[src/rtl/if_prefetch_queue.sv]
// Fetch stage: PC generator feeding a DEPTH-entry {pc, instr} FIFO; 1-cycle fetch-to-output, redirect flushes and restarts.
// Full queue still enqueues when the head is taken (no bubble); IF_PREFETCH_PERF_EN adds saturating perf counters.
module if_prefetch_queue #(
    parameter int                ADDR_W   = 8,
    parameter int                INSTR_W  = 32,
    parameter int                DEPTH    = 4,
    parameter int                PC_STEP  = 4,
    parameter logic [ADDR_W-1:0] RESET_PC = '0
) (
    input  logic                         CLK,
    input  logic                         RST,
    input  logic                         redirect,
    input  logic [ADDR_W-1:0]            redirect_pc,
    output logic [ADDR_W-1:0]            rom_addr,
    input  logic [INSTR_W-1:0]           rom_data,
    output logic                         out_valid,
    input  logic                         out_ready,
    output logic [ADDR_W-1:0]            out_pc,
    output logic [INSTR_W-1:0]           out_instr,
    output logic [$clog2(DEPTH+1)-1:0]   count
`ifdef IF_PREFETCH_PERF_EN
    ,
    output logic [15:0]                  perf_fetched,
    output logic [15:0]                  perf_flushed,
    output logic [15:0]                  perf_stall
`endif
);
    localparam int PTR_W = $clog2(DEPTH);
    localparam int CNT_W = $clog2(DEPTH+1);
    localparam logic [CNT_W-1:0] FULL_CNT = CNT_W'(DEPTH);

    logic [ADDR_W-1:0]  fetch_pc_q, fetch_pc_d;
    logic [PTR_W-1:0]   wr_ptr_q, wr_ptr_d;
    logic [PTR_W-1:0]   rd_ptr_q, rd_ptr_d;
    logic [CNT_W-1:0]   count_q, count_d;
    logic [ADDR_W-1:0]  mem_pc_q    [DEPTH];
    logic [INSTR_W-1:0] mem_instr_q [DEPTH];
    logic               enq, deq;

    assign out_valid = (count_q != '0) & ~redirect;
    assign deq       = out_valid & out_ready;
    // A full queue may still accept when the head leaves in the same cycle.
    assign enq       = ~redirect & ((count_q != FULL_CNT) | deq);

    assign rom_addr  = fetch_pc_q;
    assign out_pc    = mem_pc_q[rd_ptr_q];
    assign out_instr = mem_instr_q[rd_ptr_q];
    assign count     = count_q;

    always_comb begin
        fetch_pc_d = fetch_pc_q;
        wr_ptr_d   = wr_ptr_q;
        rd_ptr_d   = rd_ptr_q;
        count_d    = count_q;
        if (redirect) begin
            fetch_pc_d = redirect_pc;
            wr_ptr_d   = '0;
            rd_ptr_d   = '0;
            count_d    = '0;
        end else begin
            if (enq) begin
                wr_ptr_d   = wr_ptr_q + PTR_W'(1);
                fetch_pc_d = fetch_pc_q + ADDR_W'(PC_STEP);
            end
            if (deq) begin
                rd_ptr_d = rd_ptr_q + PTR_W'(1);
            end
            if (enq && !deq) begin
                count_d = count_q + CNT_W'(1);
            end else if (deq && !enq) begin
                count_d = count_q - CNT_W'(1);
            end
        end
    end

    always_ff @(posedge CLK) begin
        if (RST) begin
            fetch_pc_q <= RESET_PC;
            wr_ptr_q   <= '0;
            rd_ptr_q   <= '0;
            count_q    <= '0;
        end else begin
            fetch_pc_q <= fetch_pc_d;
            wr_ptr_q   <= wr_ptr_d;
            rd_ptr_q   <= rd_ptr_d;
            count_q    <= count_d;
        end
    end

    // Storage contents are don't-care after reset; occupancy alone qualifies them.
    always_ff @(posedge CLK) begin
        if (enq && !RST) begin
            mem_pc_q[wr_ptr_q]    <= fetch_pc_q;
            mem_instr_q[wr_ptr_q] <= rom_data;
        end
    end

`ifdef IF_PREFETCH_PERF_EN
    logic [15:0] perf_fetched_q, perf_flushed_q, perf_stall_q;

    function automatic logic [15:0] sat_add(input logic [15:0] a, input logic [15:0] b);
        logic [16:0] s;
        s = {1'b0, a} + {1'b0, b};
        return s[16] ? 16'hFFFF : s[15:0];
    endfunction

    always_ff @(posedge CLK) begin
        if (RST) begin
            perf_fetched_q <= '0;
            perf_flushed_q <= '0;
            perf_stall_q   <= '0;
        end else begin
            if (enq) begin
                perf_fetched_q <= sat_add(perf_fetched_q, 16'd1);
            end
            if (redirect) begin
                perf_flushed_q <= sat_add(perf_flushed_q, 16'(count_q));
            end
            if ((count_q == FULL_CNT) && !deq && !redirect) begin
                perf_stall_q <= sat_add(perf_stall_q, 16'd1);
            end
        end
    end

    assign perf_fetched = perf_fetched_q;
    assign perf_flushed = perf_flushed_q;
    assign perf_stall   = perf_stall_q;
`endif
endmodule

[config.mk]
export PLATFORM = sky130hd
export DESIGN_NAME = if_prefetch_queue
export DESIGN_NICKNAME = d
export VERILOG_FILES = /design/src/rtl/if_prefetch_queue.sv
export SDC_FILE = /design/constraint.sdc
export NUM_CORES = 1
export LEC_CHECK = 0
export CORE_MARGIN = 5
export CORE_UTILIZATION = 50
export CTS_CLUSTER_DIAMETER = 30
export CTS_CLUSTER_SIZE = 8
export DETAILED_ROUTE_END_ITERATION = 12
export PLACE_DENSITY_LB_ADDON = 0.15
export SLEW_MARGIN = 20
export SYNTH_ARGS = -nofsm -noshare
export SYNTH_HDL_FRONTEND = slang
export SYNTH_SLANG_ARGS = --single-unit
export TNS_END_PERCENT = 50
[constraint.sdc]
create_clock -name CLK -period 4.3 [get_ports CLK]
set_clock_uncertainty 0.2 [all_clocks]
set_input_delay 1.075 -clock CLK [delete_from_list [all_inputs] [get_ports CLK]]
set_output_delay 1.075 -clock CLK [all_outputs]
set_load 0.02 [all_outputs]
-- After elaboration in Yosys (flattened, before gate mapping)
Memories as Yosys holds them, arrays and structs flattened. A register that Yosys moved wholly into a read port is not among the register bits.
Index checks and enable logic that the tools add are counted.
- bits in registers: 15
- bits in writable memories: 160
- bits of input ports: 44
- output and inout port bits: 52
- logic and storage cells: 37
- memories: 2
- memory list (memory ; depth ; bits a word ; read ports ; clocked after Yosys merged registers in ; wr ports ; line ; text):
    mem_instr_q ; 4 ; 32 ; 1 ; 1 ; 1 ; 37 ; logic [INSTR_W-1:0] mem_instr_q [DEPTH];
    mem_pc_q ; 4 ; 8 ; 1 ; 1 ; 1 ; 36 ; logic [ADDR_W-1:0] mem_pc_q [DEPTH];
- $add $sub $neg: 5
- equality and inequality tests: 1
- mux-type cells: 10
- bitwise logic cells: 5
- reductions and logical operators: 10
- operators with widths (kind ; count):
    $mux W8 ; 2
    $add A8 B3 Y8 const B ; 1
    $mux W2 ; 4
    $mux W3 ; 2
    $add A2 B1 Y2 const B ; 2
    $reduce_bool A2 Y1 ; 2
    $add A3 B1 Y3 const B ; 1
    $and A1 B1 Y1 ; 3
    $logic_and A1 B1 Y1 ; 3
    $logic_not A1 Y1 ; 3
    $ne A3 B3 Y1 const B ; 1
    $reduce_bool A3 Y1 ; 1
    $sub A3 B1 Y3 const B ; 1
    $mux W1 ; 2
    $reduce_or A2 Y1 ; 1
    $not A1 Y1 ; 1
    $or A1 B1 Y1 ; 1

-- Depth between registers and ports, before layout
- depth after elaboration: 9
- gate-level depth with buffers: 9
- mapped depth without buffers: 9

-- Worst setup path after synthesis
OpenSTA, ideal clock, no wires.
- path type: in2reg
- from: in RST
- to: mem mem_instr_q[0][0] (enable)
- setup time: 0.401 ns
- arrival: 2.833 ns
- required time: 3.699 ns
- slack: 0.866 ns
- stages on the path: 5
- path buffers: 2
- path through: buf_2 -> or2_2 -> buf_2 -> a21oi_1 -> and2_1
- word-level cells in the longest chain between the ends: 4
- RTL lines (element ; line ; text):
    start: declaration ; 11 ; input logic RST,
    $logic_not A1 Y1 ; 92 ; if (enq && !RST) begin
    $logic_and A1 B1 Y1 ; 92 ;
    $mux W1 ; 92 ;
    $mux W1 (implied by the code) ; 94 ; mem_instr_q[wr_ptr_q] <= rom_data;
    end: declaration ; 37 ;
Every way passes these cells.

==> out/qor.txt <==
adder-cell share of the synthesized area -> 0.01432
die area -> 15,690 um^2
# DRC -> 0
pin count of the biggest net entering global routing -> 36
TritonCTS Buffers -> 17
Post-CTS Hold Buffers -> 0
Peak supply drop -> 264.2 uV
status -> complete, no violations
FFs w/ async S/R, synth -> 0
GRT overflow -> 0
Slew @ Worst Pin -> 0.5918 ns
post-synthesis instance total -> 305
Critical Path Start Type -> flop
CTS sink cnt -> 177
post-route cell area -> 8428 um^2
final hold vios -> 0
vias per inst -> 5.286
EDFF count, synth -> 160
post-CTS setup buffers -> 0
CP Max Fanout -> 28
CP required -> 3.02 ns
Port-buffer cells -> 95
Setup Crit Path Kind -> flop to output pin
xor/xnor share of the synthesized area -> 0.01319
Mapped Area -> 6643 um^2
main combinational cell family by area after synthesis -> multiplexers
final net count -> 467
final setup margin -> 0.5182 ns
Ys Warns -> 0
Reg clk slew, reported paths -> 0.06 ns
minimum clock period -> 3.782 ns
Chip Height -> 125.3 um
Post-DRT Antenna Nets -> 0
Die Wd -> 125.3 um
leading register cell type out of synthesis -> edfxtp_1
mux cell area share after synthesis -> 0.1401
final setup TNS -> 0 ns
critical path arrival -> 2.51 ns
CP max stage cell -> dfxtp_4
worst slack at placement -> 0.5811 ns
RSZ-0062 raised after global routing -> no
Worst-Skew Late Latency -> 0.41 ns
Top Ports -> 96
Setup crit end kind -> output pin
Worst slew margin -> 0.6055
drt total wl -> 11.80 mm
Global Route Usage Sum -> 0.1584
WL per Instance -> 19.51 um
Critical Path Max Stage Delay -> 0.74 ns
Seq/Total Area, Yosys -> 0.7745
RePlAce Congestion -> 0.7412
LEAKAGE -> 0.002693 uW
Synth Register Bits -> 177
maxcap violations -> 0
Post-DP Area -> 7884 um^2
vias in the first global route -> 3,485
CTS tree -> done
Post-Syn Nets -> 356
crit-path cells -> buf_12, mux4_2, clkdlybuf4s50_1
Antenna diodes -> 0
fin. max-slew vios -> 0
antenna violations before repair -> 0
P per Cell Area -> 427.0 nW/um^2
first-pass GRT wire length -> 18.89 mm
# resized after CTS -> 0
core area -> 13,140 um^2
DRT Pass-1 Iters -> 4
CTS root buffer -> clkbuf_16
H-tree Lvls -> 4
DR iter-0 viols -> 199
Max Freq -> 0.2644 GHz
fin crit share -> 0.8795
Synth Area in Compound Gates -> 0.01582
Yosys cell types -> 32
starting density of the core -> 0.5056
vias post-DR -> 3,198
FP Rows -> 42
hold crit path type -> flop to flop
# setup viols final -> 0
Avg Inst Size Synth -> 21.78 um^2
CP delay by family, top -> buffers and inverters
area growth from synthesis to layout -> 26.88%
simple logic cell fraction of the synthesized area -> 0.02750
share of cells above drive strength 1 -> 0.1958
post-DP HPWL -> 7.416 mm
clock buffer depth -> 2
CP bufs+invs -> 2
kinds of logic (layout without fill, tap and decap cells):
kind of cell | count (synthesis) | in the layout
flops | 177 | 177
buf+inv | 19 | 143
mux | 43 | 43
compound gates | 15 | 15
xor+xnor | 10 | 10
fa+ha+maj | 7 | 7
simple gates | 34 | 34
final timing paths:
kind                                  from                  endpoint  slack (ns)  cells past startpoint
setup / recovery                      flop                 out_pc[3]        0.52                      3
hold / removal    wr_ptr_q[1]$_SDFFE_PP0N_  wr_ptr_q[1]$_SDFFE_PP0N_        0.31                      2
setup reg to reg     count[0]$_SDFFE_PP0P_     count[2]$_SDFFE_PP0P_        1.86                      9
hold reg to reg   wr_ptr_q[1]$_SDFFE_PP0N_  wr_ptr_q[1]$_SDFFE_PP0N_        0.31                      2
metal layers:
| layer | vias up | track usage | routed length, um |
|---|---|---|---|
| li1 | 1466 | - | - |
| met1 | 1622 | 0.2101 | 5201 |
| met2 | 95 | 0.2525 | 5835 |
| met3 | 15 | 0.04691 | 585 |
| met4 | 0 | 0.05740 | 179 |
| met5 | - | 0 | 0 |
through the flow:
step | instances | hold WS (ns) | util | power (uW)
final | 605 | 0.3116 | 0.6415 | 3598
after global routing | 605 | 0.3606 | 0.6415 | 3730
after CTS | 605 | 0.3145 | 0.6415 | 3636
after detailed placement | 573 | 0.3067 | 0.6001 | 2247
after global placement | 573 | 0.2894 | 0.6001 | 2243
after floorplan | 305 | 0.2763 | - | 2104
layout by cell type (no fill, tap or decap), types with 3 or more instances in the layout:
master / instances
dfxtp_1: 15
nand2_1: 4
edfxtp_1: 160
buf_12: 5
and2_2: 4
ha_1: 6
nand3_1: 4
nor2_1: 14
clkdlybuf4s50_1: 95
mux4_2: 40
xnor2_1: 8
buf_4: 4
a21oi_1: 6
inv_1: 6
mux2i_1: 3
a211oi_1: 3
clkbuf_1: 8
clkbuf_16: 19
tightest hold or removal path: stages (launching register included):
cell     delay, ns
dfxtp_1       0.34
nand3_1       0.07
a21oi_1       0.05
synthesized netlist by cell type, drive strengths merged, types with 2 or more instances:
cell / number / area share
edfxtp: 160 / 0.72
mux4: 40 / 0.14
dfxtp: 17 / 0.051
nor2: 14 / 0.0079
xnor2: 8 / 0.011
buf: 7 / 0.0077
a21oi: 6 / 0.0045
ha: 6 / 0.011
inv: 6 / 0.0034
a211oi: 5 / 0.0072
clkbuf: 5 / 0.0028
and2: 4 / 0.0038
nand2: 4 / 0.0023
nand3: 4 / 0.0030
mux2i: 3 / 0.0045
nor3: 2 / 0.0015
xor2: 2 / 0.0026
sequential cells by signal, indices dropped and copies added (netlist names), named ones only:
| name | cells |
|---|---|
| mem_instr_q | 128 |
| count | 3 |
| wr_ptr_q | 2 |
| rom_addr | 8 |
| mem_pc_q | 32 |
| rd_ptr_q | 2 |
report_power, final:
group,switching (uW),leakage [uW],total [uW],internal (uW)
registers,28.7,0.00160,1950,1920
clock network,568,0.000259,1390,823
logic,123,0.000836,258,135
total,719,0.00269,3600,2880
cell type report:
type	count	area (um^2)
flip-flops and latches	177	5150
fillers	915	4710
multi-input cells	109	1406
repair buffers	104	1081
clock buffers	28	519.2
well taps	176	220.2
inverters	7	26.28
clock inverters	4	25.02
Power figures use the tool's default switching activity.
==> variant 1 (same settings) <==
The parameter `DEPTH` goes from 4 to 2.
--- a/src/rtl/if_prefetch_queue.sv
+++ b/src/rtl/if_prefetch_queue.sv
@@ -5,3 +5,3 @@
     parameter int                INSTR_W  = 32,
-    parameter int                DEPTH    = 4,
+    parameter int                DEPTH    = 2,
     parameter int                PC_STEP  = 4,
Ports: changed (resized count); port bits go from 96 to 95. The function was not compared with the original's and may differ.
==> variant 1 against the original RTL <==
Final cell count decreased by 34%. Synthesized area fell by 47%. Sequential cell count is 84 lower. Worst setup slack improved by 0.093 ns. Via count is 37% lower. Die area fell by 44%. Non-clock buffer count is 5 lower. Fmax grew 2.5%. Critical path depth did not move. Design area fell by 43%. Power is 49% lower. First-iteration DRC count down 56%. Routed wire length decreased by 45%. Critical path type is now in2out. Critical endpoint is now out_valid.
==> variant 1: results (changes against the original RTL) <==
Clock network
  • Worst-path clk slew: 0.08 ns (+0.02 ns)
  • Skew-Pair Late Insertion Delay: 0.34 ns (-0.07 ns)
  • Total CTS buffers: 9 (-8)
  • Root buf cell: clkbuf_8

Global routing
  • Met3 Use GR: 3.846% (-0.84 points)
  • Global Route Usage Sum: 15.36% (-0.48 points)
  • Largest net degree at the start of global routing: 39 (+8.3%)
  • Met2 GRT Util: 25.78% (+0.54 points)
  • First-pass GRT wire length: 10,290 um (-46%)
  • GR Util met1: 18.79% (-2.2 points)

Outcome
  • Status: finished clean

Setup path
  • Crit path max fanout: 8 (-71%)
  • Reg-to-Reg End: mem_instr_q[1][22]
  • CP endpoint: out_valid
  • Reg2Reg Depth: 4 (-5)

Routing
  • Wl on met1: 2779 um (-47%)
  • Met3 wire length: 376 um (-36%)
  • 1st-pass router iterations: 5 (+1)

Power and ir drop
  • VDD IR-drop max: 219.6 uV (-17%)

Synth
  • Synth area leaders: edfxtp_1 (68%), mux2_2 (13%), dfxtp_1 (7.4%)
  • Number of synthesized flops with an enable pin: 80 (-50%)
  • Net Count, Synth: 243 (-32%)
  • Post-synthesis sequential area ratio: 75.27% (-2.2 points)
  • Commonest cells post-synth: edfxtp_1 (80), mux2_2 (40), dfxtp_1 (13), nor2_1 (9), a21oi_1 (8)

Place
  • Post-DP Area: 0.004612 mm2 (-42%)
  • Placed insts: 385 (-33%)
  • Placed wire-length estimate: 4452 um (-40%)

Finish
  • Max FFs per register: 64 (-50%)
  • Layout cell share with drive strength beyond 1: 23.28% (+3.7 points)

Timing
  • Final worst slack: 0.6113 ns (+0.09308 ns)
## variant 1: cell types whose count changed in the layout (fill, tap and decap cells not counted), moves of 5 or more
cell | before | now
buf_12 | 5 | 0
clkbuf_1 | 8 | 1
clkbuf_16 | 19 | 0
clkbuf_8 | 1 | 10
edfxtp_1 | 160 | 80
inv_1 | 6 | 0
mux2_2 | 0 | 40
mux4_2 | 40 | 0
nor2_1 | 14 | 9
## variant 1: power groups by stage
stage	Sequential [mW]	Combinational, mW	Clock (mW)
floorplan	1.06	0.0903	0
global placement	1.05	0.207	0
detailed placement	1.06	0.210	0
CTS	1.04	0.211	0.585
global route	1.04	0.223	0.618
finish	1.04	0.209	0.574
## variant 1: worst min path at each step
stage	slack (ns)	start	to	cells past startpoint
after floorplan	0.25	rd_ptr_q	register	2
after global placement	0.27	rd_ptr_q	register	2
after detailed placement	0.26	rd_ptr_q	register	2
after CTS	0.28	rd_ptr_q	register	2
after global routing	0.30	rd_ptr_q	rd_ptr_q	2
final	0.28	rd_ptr_q	register	2
## variant 1: cell families (layout without fill, tap and decap cells)
kind of cell | after synthesis | after routing | synth area share [%]
xor+xnor | 8 | 8 | 1.981
mux | 42 | 42 | 13.30
flops | 93 | 93 | 75.27
compound gates | 17 | 17 | 3.360
simple gates | 27 | 27 | 4.103
buf+inv | 8 | 116 | 1.273
fa+ha+maj | 2 | 2 | 0.7074
## variant 1: layout make-up
| cell class | count | area [um2] | area share [%] |
|---|---|---|---|
| Sequential cell | 93 | 2664 | 55.33 |
| Timing Repair Buffer | 99 | 978.4 | 20.32 |
| Multi-Input combinational cell | 96 | 845.8 | 17.57 |
| Clock buffer | 11 | 141.4 | 2.937 |
| Tap cell | 96 | 120.1 | 2.495 |
| Clock inverter | 5 | 61.31 | 1.273 |
| Inverter | 1 | 3.754 | 0.07796 |
==> variant 2 (config.mk and constraints unchanged) <==
Without the edit above. Register the output `count` once more, with the module's reset; this adds one clock of latency there. The other outputs are not delayed to match.
--- a/src/rtl/if_prefetch_queue.sv
+++ b/src/rtl/if_prefetch_queue.sv
@@ -47,3 +47,9 @@
     assign out_instr = mem_instr_q[rd_ptr_q];
-    assign count     = count_q;
+    always_ff @(posedge CLK) begin
+        if (RST) begin
+            count <= '0;
+        end else begin
+            count <= count_q;
+        end
+    end
 
Formal check against the unedited RTL: not equivalent (a bounded check fails within 4 cycles, from zero or initial values and one cycle with RST high).
==> variant 2 against the original RTL <==
Routed wire length up 0.53%. Power up 3.5%. Worst setup slack better by 0.091 ns. Sequential cell count up 3. Design area up 1.4%. Critical path depth unchanged. Synthesized area up 1.7%.
==> variant 2: results (changes against the original RTL) <==
Finish
  • N_diodes: 0 (unchanged)
  • NonClk Buf Share: 12.35% (-0.47 points)
  • Clock-cell share: 6.704% (+0.25 points)
  • Logic inverters: 10 (+3)
  • Fill cells: 934 (+2.1%)
  • Layout Nets: 480 (+2.8%)
  • Area of the multi-input gates: 0.001451 mm2 (+3.2%)
  • Clock buffer count: 19 (-32%)
  • Buffers excl. clock: 109 (+4.8%)
  • Multi-In Gates: 111 (+1.8%)
  • Layout cell share with drive strength beyond 1: 21.04% (+1.5 points)
  • Seq area share: 60.95% (-0.16 points)
  • FF+latch count: 180 (+1.7%)
  • Max FFs per register: 128 (unchanged)

Clock network
  • Post-CTS setup buffers: 0 (unchanged)
  • Root buf cell: clkbuf_16
  • Post-CTS sizing: 0 (unchanged)

Synth
  • Commonest cells post-synth: edfxtp_1 (160), mux4_2 (40), dfxtp_1 (20), nor2_1 (11), inv_1 (10)
  • Post-synthesis compound-gate area fraction: 1.630% (+0.048 points)
  • Mux cell area share after synthesis: 14.10% (+0.081 points)
  • XOR/XNOR Fraction of Synth Area: 1.167% (-0.15 points)
  • Distinct cell type count after synthesis: 37 (+16%)
  • Post-synthesis instance total: 314 (+3.0%)
  • Post-synthesis sequential area ratio: 77.05% (-0.40 points)
  • Synth area leaders: edfxtp_1 (71%), mux4_2 (13%), dfxtp_1 (5.9%)
  • Net Count, Synth: 365 (+2.5%)
  • Synth Area in Adders: 1.408% (-0.024 points)

Setup path
  • Slowest stage delay, CP: 0.60 ns (-0.14 ns)
  • Worst Setup End Kind: primary output
  • Critical path arrival: 2.42 ns (-0.09 ns)
  • Crit path max fanout: 19 (-32%)

Global routing
  • Vias in the first global route: 3,529 (+1.3%)
  • Global Route Usage Sum: 15.55% (-0.29 points)
  • First-pass GRT wire length: 18,630 um (-1.4%)
  • Largest net degree at the start of global routing: 25 (-31%)

Power and ir drop
  • Leak pwr: 2.805 nW (+4.2%)
  • Power per Cell Area: 435.6 mW/mm2 (+2.0%)
  • VDD IR-drop max: 273.8 uV (+3.6%)

Routing
  • DR vias: 3,249 (+1.6%)
  • Routed vias/inst: 5.257 (-0.54%)
  • Drt initial violations: 243 (+22%)
  • Detailed Route WL: 11,860 um (+0.53%)

Place
  • Placed insts: 586 (+2.3%)
  • Placed wire-length estimate: 7665 um (+3.3%)
  • Post-DP Area: 0.007975 mm2 (+1.2%)
  • DP Worst Slack: 0.7374 ns (+0.1563 ns)
  • RePlAce Congestion: 0.7421 (+0.12%)

Outcome
  • Status: finished clean

Timing
  • Max_slew headroom: 69.82% (+9.3 points)

Die
  • Full die area: 0.01594 mm2 (+1.6%)

Min path
  • Type of the worst min-delay path: reg2reg
==> variant 2: path summary, 6_finish.rpt <==
path | from | cells past startpoint | slack [ns] | end
setup / recovery | register | 3 | 0.61 | out_instr[9]
hold / removal | rd_ptr_q[1] | 2 | 0.31 | register
setup reg to reg | count_q[0] | 9 | 1.83 | count_q[2]
hold reg to reg | rd_ptr_q[1] | 2 | 0.31 | register
==> variant 2: per-layer routing <==
| metal | track usage [%] | vias to the layer above | routed length [um] |
|---|---|---|---|
| met5 | 0 | - | 0 |
| met4 | 5.300 | 0 | 139 |
| met3 | 4.657 | 12 | 552 |
| met2 | 25.79 | 75 | 6117 |
| met1 | 19.74 | 1670 | 5056 |
| li1 | - | 1492 | - |
==> variant 2: worst max-delay path: cells and delay by family, from the launching register on <==
family | cells | cell delay [ns]
buffers and inverters | 2 | 0.85
DFF | 1 | 0.60
muxes | 1 | 0.55
==> variant 2: power by group <==
part,internal [mW],switching [mW]
sequential,1.95,0.0287
clock,0.901,0.584
combinational,0.136,0.124
total,2.99,0.737
